$ cat config.mk
export PLATFORM = sky130hd
export DESIGN_NAME = spatz_vrf_read_sequencer
export DESIGN_NICKNAME = d
export VERILOG_FILES = /design/src/rtl/spatz_vrf_read_sequencer.sv
export SDC_FILE = /design/constraint.sdc
export NUM_CORES = 1
export LEC_CHECK = 0
export BUFFER_PORTS_ARGS = -buffer_cell sky130_fd_sc_hd__buf_2
export CELL_PAD_IN_SITES_DETAIL_PLACEMENT = 0
export CELL_PAD_IN_SITES_GLOBAL_PLACEMENT = 2
export CORE_ASPECT_RATIO = 1.2
export CORE_MARGIN = 2
export CORE_UTILIZATION = 38
export CTS_CLUSTER_DIAMETER = 80
export DETAILED_ROUTE_END_ITERATION = 8
export GPL_TIMING_DRIVEN = 0
export PLACE_DENSITY = 0.92
export SYNTH_ARGS = -nofsm -noshare
export SYNTH_HDL_FRONTEND = slang
export SYNTH_SLANG_ARGS = --single-unit
$ cat constraint.sdc
create_clock -name clk_i -period 3.6 [get_ports clk_i]
set_input_delay 0.36 -clock clk_i [delete_from_list [all_inputs] [get_ports clk_i]]
set_output_delay 0.36 -clock clk_i [all_outputs]
set_load 0.02 [all_outputs]
$ cat src/rtl/spatz_vrf_read_sequencer.sv
// Streams one vector operand out of a banked VRF read port into a small
// registered FIFO, presenting elements downstream with a last-element tag.
module spatz_vrf_read_sequencer #(
  parameter  int unsigned NR_REGS        = 32,
  parameter  int unsigned ELEMS_PER_REG  = 4,
  parameter  int unsigned ELEM_WIDTH     = 64,
  parameter  int unsigned FIFO_DEPTH     = 4,
  localparam int unsigned VADDR_WIDTH    = $clog2(NR_REGS * ELEMS_PER_REG),
  localparam int unsigned LEN_WIDTH      = VADDR_WIDTH + 1,
  localparam int unsigned REG_WIDTH      = $clog2(NR_REGS)
) (
  input  logic                   clk_i,
  input  logic                   rst_i,
  input  logic                   req_valid_i,
  output logic                   req_ready_o,
  input  logic [REG_WIDTH-1:0]   req_vs_i,
  input  logic [LEN_WIDTH-1:0]   req_len_i,
  output logic [VADDR_WIDTH-1:0] vrf_raddr_o,
  output logic                   vrf_re_o,
  input  logic                   vrf_rvalid_i,
  input  logic [ELEM_WIDTH-1:0]  vrf_rdata_i,
  output logic                   op_valid_o,
  input  logic                   op_ready_i,
  output logic [ELEM_WIDTH-1:0]  op_data_o,
  output logic                   op_last_o,
  output logic                   busy_o
);

  localparam int unsigned ELEM_IDX_WIDTH = $clog2(ELEMS_PER_REG);
  localparam int unsigned PTR_WIDTH      = $clog2(FIFO_DEPTH);
  localparam int unsigned CNT_WIDTH      = PTR_WIDTH + 1;

  localparam logic [1:0] IDLE  = 2'd0;
  localparam logic [1:0] READ  = 2'd1;
  localparam logic [1:0] DRAIN = 2'd2;

  logic [1:0]             state_q, state_d;
  logic [VADDR_WIDTH-1:0] addr_q, addr_d;
  logic [LEN_WIDTH-1:0]   rem_q, rem_d;
  logic [PTR_WIDTH-1:0]   wr_ptr_q, wr_ptr_d;
  logic [PTR_WIDTH-1:0]   rd_ptr_q, rd_ptr_d;
  logic [CNT_WIDTH-1:0]   count_q, count_d;
  logic [ELEM_WIDTH-1:0]  fifo_data_q [FIFO_DEPTH];
  logic [ELEM_WIDTH-1:0]  fifo_data_d [FIFO_DEPTH];
  logic                   fifo_last_q [FIFO_DEPTH];
  logic                   fifo_last_d [FIFO_DEPTH];

  logic fifo_full, fifo_empty, push, pop, head_last;

  // Fullness uses the current count only; a same-cycle pop never enables a push.
  assign fifo_full  = (count_q == CNT_WIDTH'(FIFO_DEPTH));
  assign fifo_empty = (count_q == CNT_WIDTH'(0));
  assign head_last  = fifo_last_q[rd_ptr_q];

  assign vrf_re_o    = (state_q == READ) && !fifo_full;
  assign vrf_raddr_o = addr_q;
  assign push        = vrf_re_o && vrf_rvalid_i;
  assign pop         = op_valid_o && op_ready_i;

  assign req_ready_o = (state_q == IDLE);
  assign busy_o      = (state_q != IDLE);
  assign op_valid_o  = !fifo_empty;
  assign op_data_o   = fifo_data_q[rd_ptr_q];
  assign op_last_o   = op_valid_o && head_last;

  // Request sequencing: address walk and remaining-element count.
  always_comb begin
    state_d = state_q;
    addr_d  = addr_q;
    rem_d   = rem_q;
    case (state_q)
      IDLE: begin
        if (req_valid_i && (req_len_i != LEN_WIDTH'(0))) begin
          addr_d  = VADDR_WIDTH'({req_vs_i, ELEM_IDX_WIDTH'(0)});
          rem_d   = req_len_i;
          state_d = READ;
        end
      end
      READ: begin
        if (push) begin
          addr_d = addr_q + VADDR_WIDTH'(1);
          rem_d  = rem_q - LEN_WIDTH'(1);
          if (rem_q == LEN_WIDTH'(1)) begin
            state_d = DRAIN;
          end
        end
      end
      DRAIN: begin
        if (pop && head_last) begin
          state_d = IDLE;
        end
      end
      default: state_d = IDLE;
    endcase
  end

  // Output buffer bookkeeping.
  always_comb begin
    wr_ptr_d    = wr_ptr_q;
    rd_ptr_d    = rd_ptr_q;
    count_d     = count_q;
    fifo_data_d = fifo_data_q;
    fifo_last_d = fifo_last_q;
    if (push) begin
      fifo_data_d[wr_ptr_q] = vrf_rdata_i;
      fifo_last_d[wr_ptr_q] = (rem_q == LEN_WIDTH'(1));
      wr_ptr_d              = wr_ptr_q + PTR_WIDTH'(1);
    end
    if (pop) begin
      rd_ptr_d = rd_ptr_q + PTR_WIDTH'(1);
    end
    case ({push, pop})
      2'b10:   count_d = count_q + CNT_WIDTH'(1);
      2'b01:   count_d = count_q - CNT_WIDTH'(1);
      default: count_d = count_q;
    endcase
  end

  always_ff @(posedge clk_i) begin
    if (rst_i) begin
      state_q     <= IDLE;
      addr_q      <= '0;
      rem_q       <= '0;
      wr_ptr_q    <= '0;
      rd_ptr_q    <= '0;
      count_q     <= '0;
      fifo_data_q <= '{default: '0};
      fifo_last_q <= '{default: 1'b0};
    end else begin
      state_q     <= state_d;
      addr_q      <= addr_d;
      rem_q       <= rem_d;
      wr_ptr_q    <= wr_ptr_d;
      rd_ptr_q    <= rd_ptr_d;
      count_q     <= count_d;
      fifo_data_q <= fifo_data_d;
      fifo_last_q <= fifo_last_d;
    end
  end

endmodule

* Yosys cells after proc, flatten, opt, wreduce, memory -nomap -nowiden
Cells that the tools add are included.
** Cells by class
- Multiplexer cells :: 24
- Bitwise gates (word level) :: 2
- Equal/unequal tests :: 10
- Add/subtract/negate cells :: 6
- Order comparisons :: 3
- Reductions and logical operators :: 17
** Operator list (count)
- $bwmux W256 :: 1
- $mux W64 :: 3
- $bmux W64 S2 :: 1
- $demux W64 S2 :: 1
- $mux W8 :: 2
- $pmux W8 S2 :: 1
- $mux W7 :: 2
- $pmux W7 S2 :: 1
- $eq A8 B1 Y1 const B :: 1
- $mux W2 :: 4
- $reduce_bool A8 Y1 :: 1
- $sub A8 B1 Y8 const B :: 1
- $add A7 B1 Y7 const B :: 1
- $logic_and A1 B1 Y1 :: 7
- $ge A3 B3 Y1 const B :: 2
- $not A2 Y3 :: 2
- $pmux W2 S3 :: 1
- $pmux W3 S2 :: 1
- $reduce_bool A2 Y1 :: 3
- $add A2 B1 Y2 const B :: 2
- $bwmux W4 :: 1
- $eq A2 B1 Y1 const B :: 2
- $eq A2 B2 Y1 const B :: 2
- $ne A2 B1 Y1 const B :: 2
- other kinds (13) :: 17
** Storage, ports and cells
- Register bits :: 284
- Output and inout bits :: 76

* Longest topological paths before layout
- Depth in word-level cells :: 7
- Mapped depth :: 10
- Gate-level depth less buffers :: 9

* Worst setup path before layout
No wires, ideal clock.
- Kind :: register to register
- Start point :: register count_q[0]
- End point :: register count_q[2]
- Setup time :: 0.070 ns
- Data arrival time :: 2.170 ns
- Data required time :: 3.530 ns
- Clock period less this slack :: 2.240 ns
- Stages on the path, launching flop included :: 11
- Setup slack :: 1.360 ns
- Cells stage by stage :: dfxtp_1 nor3b_2 nor2_2 inv_2 buf_2 ha_1 inv_1 fa_1 xor2_1 or3_1 a21oi_1
** On the way
- Cells in the longest elaborated chain, start to end :: 6
** Ends and longest elaborated chain
- start: declaration :: RTL line 42 : logic [CNT_WIDTH-1:0] count_q, count_d;
- start signal: assignment :: RTL line 135 : count_q <= count_d;
- $eq A3 B3 Y1 :: RTL line 51 : assign fifo_full = (count_q == CNT_WIDTH'(FIFO_DEPTH));
- $logic_not A1 Y1 :: RTL line 55 : assign vrf_re_o = (state_q == READ) && !fifo_full;
- $logic_and A1 B1 Y1 :: RTL line 55
- $logic_and A1 B1 Y1 :: RTL line 57 : assign push = vrf_re_o && vrf_rvalid_i;
- $eq A2 B1 Y1 / $eq A2 B2 Y1 (equally long branches) :: RTL line 112 : case ({push, pop})
- $pmux W3 S2 / $reduce_bool A2 Y1 (equally long branches)
Several ways; a longest one is shown, not always the timed one.
A chain may end at the register's enable or synchronous reset.

* Final worst setup path
- Start point :: register rd_ptr_q[0]
- End point :: output op_data_o[4]
** On the way
- Cells in the longest elaborated chain, start to end :: 4
** Ends and longest elaborated chain
- start: declaration :: RTL line 41 : logic [PTR_WIDTH-1:0] rd_ptr_q, rd_ptr_d;
- start signal: assignment :: RTL line 134 : rd_ptr_q <= rd_ptr_d;
- $not A2 Y3 (not written as such) :: RTL line 63 : assign op_data_o = fifo_data_q[rd_ptr_q];
- $bmux W64 S2 :: RTL line 63
- $mux W64 (not written as such) (2 in a row) :: RTL line 63
- end: declaration :: RTL line 24 : output logic [ELEM_WIDTH-1:0] op_data_o,
No other way between the ends. The select of a mux whose other input is x is not followed.

==> metrics <==
status=complete, no violations; Iteration-0 DRC Markers=between 500 and 600; Worst Hold Depth=3; Root Driver=clkbuf_16; ys async rst share=0; Placeable Area=about 32000 µm²; Slew Limit Headroom=0.4382; Hold Fails Final Rpt=0; GR Overflow Total=0; setup TNS=0 ns; CTS Buf Count=31; DRT Pass-1 Iters=6; vias in the first global route=10.20k; gp weighted congestion=a little over 0.8; final worst-path setup slack=around 0.6 ns; Rows=72; Max Slew Vio Count=0; synthesis-to-layout area growth=18.95%; final non-filler cell area=approximately 15000 µm²; die height=between 200 and 250 µm; final period utilization=0.8286; CP Launch Type=flip-flop; first-pass GRT wire length=just under 60 mm; largest net degree at the start of global routing=16; Final nets=between 1.5k and 2k; Synth cell types=52; pre-CTS setup slack=about 0.95 ns; fraction of layout cells with a size suffix above 1=0.2356; Post-synth EDFFs=0; Crit Path Category=reg2out; Remaining DRCs=0; CTS sink count=~280; routed wire length per instance=about 18 µm; Routed Antenna Nets=0; initial core utilization=0.3843; Required @ worst endpoint=3.24 ns; worst-margin pin slew=about 0.84 ns; Cell Area, Placed=roughly 14000 µm²; DIE AREA=~34000 µm²; Reg area=about 5700 µm²; die extent in x=around 170 µm; layout filler cell count=3197; Tightest Hold Check Type=in2reg; cell area after synthesis=about 12000 µm²; Avg Synthesized Cell Area=about 8.8 µm²; Finish-stage setup viols=0; gr usage total=0.2180; io pins=158; min cycle time layout=slightly below 3 ns; final core utilization=0.4572; vias per inst=around 5.2; DRT Wirelength=between 30 and 40 mm; Post-CTS Resized=0; CTS clk-pin slew, worst paths=0.06 ns; clk_skew=approximately 0.029 ns; Final Power=7.740 mW; post-synthesis sequential area ratio=0.4613; WP data arrival=about 2.6 ns; CTS max path bufs=3; CTS tree=done; initial antenna violation count=3; CP max FO=10; fmax=0.3352 GHz; Mapped Cells=~1.4k; IO buf count=~160; Worst Reg-to-Reg Cells=10; Clk Latency, worst-skew pair=just under 0.6 ns; htree depth=1; pwr dens=roughly 530 nW/µm²; CTS Hold Bufs=0; P_leak=between 5 and 6 nW; Synth Warn #=0; # Post-CTS Setup Buffers=0; RSZ-0062 raised after global routing=false; post-DP HPWL=24.74 mm; Worst setup EP type=output port; ys flop type=dfxtp_1; Net Count, Synth=about 1.5k; worst ir drop on vdd=between 0.3 and 0.4 mV; Yosys reg bits=284; via count=about 10k; Max Cap Viol=0; area of the multi-input gates=just under 6000 µm²
[cell type report]
type                            count  share of cell area
Sequential cell                   284              0.3878
Inverter                           11            0.002816
Buffer                            113             0.05701
Antenna cell                        1           0.0001707
Multi-Input combinational cell    993              0.3931
Timing Repair Buffer              157             0.05359
Clock buffer                       46             0.06221
Clock inverter                      9            0.008619
Tap cell                          407             0.03473
[state kept, by name, indices dropped and copies added (netlist names)]
| signal | count |
|---|---|
| vrf_raddr_o | 7 |
| fifo_last_q | 4 |
| rem_q | 8 |
| state_q | 2 |
| fifo_data_q | 256 |
| wr_ptr_q | 2 |
| count_q | 3 |
| rd_ptr_q | 2 |
[where the power goes]
part	switching (mW)	internal [mW]
logic	0.725	0.436
clock network	1.32	1.95
registers	0.0760	3.23
[per-stage QoR]
stage          instances  hold slack (ns)
3_3_place_gp        1965           0.4388
2_1_floorplan       1401           0.4331
5_1_grt             2020          0.03160
3_5_place_dp        1965           0.4446
6_report            2021          0.03712
4_1_cts             2020          0.01421
[path summary, 6_finish.rpt]
path                                       from                            end  slack, ns
setup reg to reg        count_q[2]$_SDFFE_PP0P_        count_q[2]$_SDFFE_PP0P_       0.91
hold reg to reg   fifo_data_q[131]$_SDFFE_PP0P_  fifo_data_q[131]$_SDFFE_PP0P_       0.45
setup / recovery       rd_ptr_q[0]$_SDFFE_PP0P_                   op_data_o[4]       0.62
hold / removal                   vrf_rdata_i[3]  fifo_data_q[195]$_SDFFE_PP0P_       0.04
[cell usage in the layout (no fill, tap or decap), types with 10 or more instances in the layout]
cell type,synthesis,final
clkbuf_1,35,42
dfxtp_1,284,284
a21oi_2,10,10
clkbuf_16,0,31
a21oi_1,273,273
inv_1,10,10
nand2_1,526,526
buf_6,48,48
nand2_2,10,10
nor2_1,26,26
buf_2,26,183
mux4_2,65,65
[worst max-delay path, cell delays in order (launching register included)]
cell and delay [ns]:
dfxtp_1 0.46, clkbuf_1 0.58, buf_2 0.43, mux4_2 0.39, buf_2 0.18
[metal layers]
metal	global-route usage	part of all wire
met1	0.2760	0.43
met2	0.3827	0.50
met3	0.03541	0.052
met4	0.06250	0.021
met5	0	0.00062
[synth_stat cells (all sizes together), types with 7 or more instances]
master	number	area share
nand2	536	0.17
dfxtp	284	0.46
a21oi	283	0.12
buf	78	0.057
mux4	65	0.12
clkbuf	35	0.011
nor2	27	0.0084
inv	11	0.0033
and3	9	0.0062
o32ai	9	0.0064
ha	8	0.0081
a22oi	7	0.0043
nand3	7	0.0045
[logic make-up (layout without fill, tap and decap cells)]
family,after synthesis,after routing,share of synthesized area
adder cells (fa/ha/maj),9,9,0.009746
other,0,1,0
flip-flops,284,284,0.4613
XOR/XNOR,5,5,0.003554
AND/OR/NAND/NOR,601,601,0.1972
AO/OA/AOI/OAI,313,313,0.1383
buffers and inverters,124,336,0.07116
multiplexers,65,65,0.1188
No activity file was read; power rests on OpenSTA's default activity.
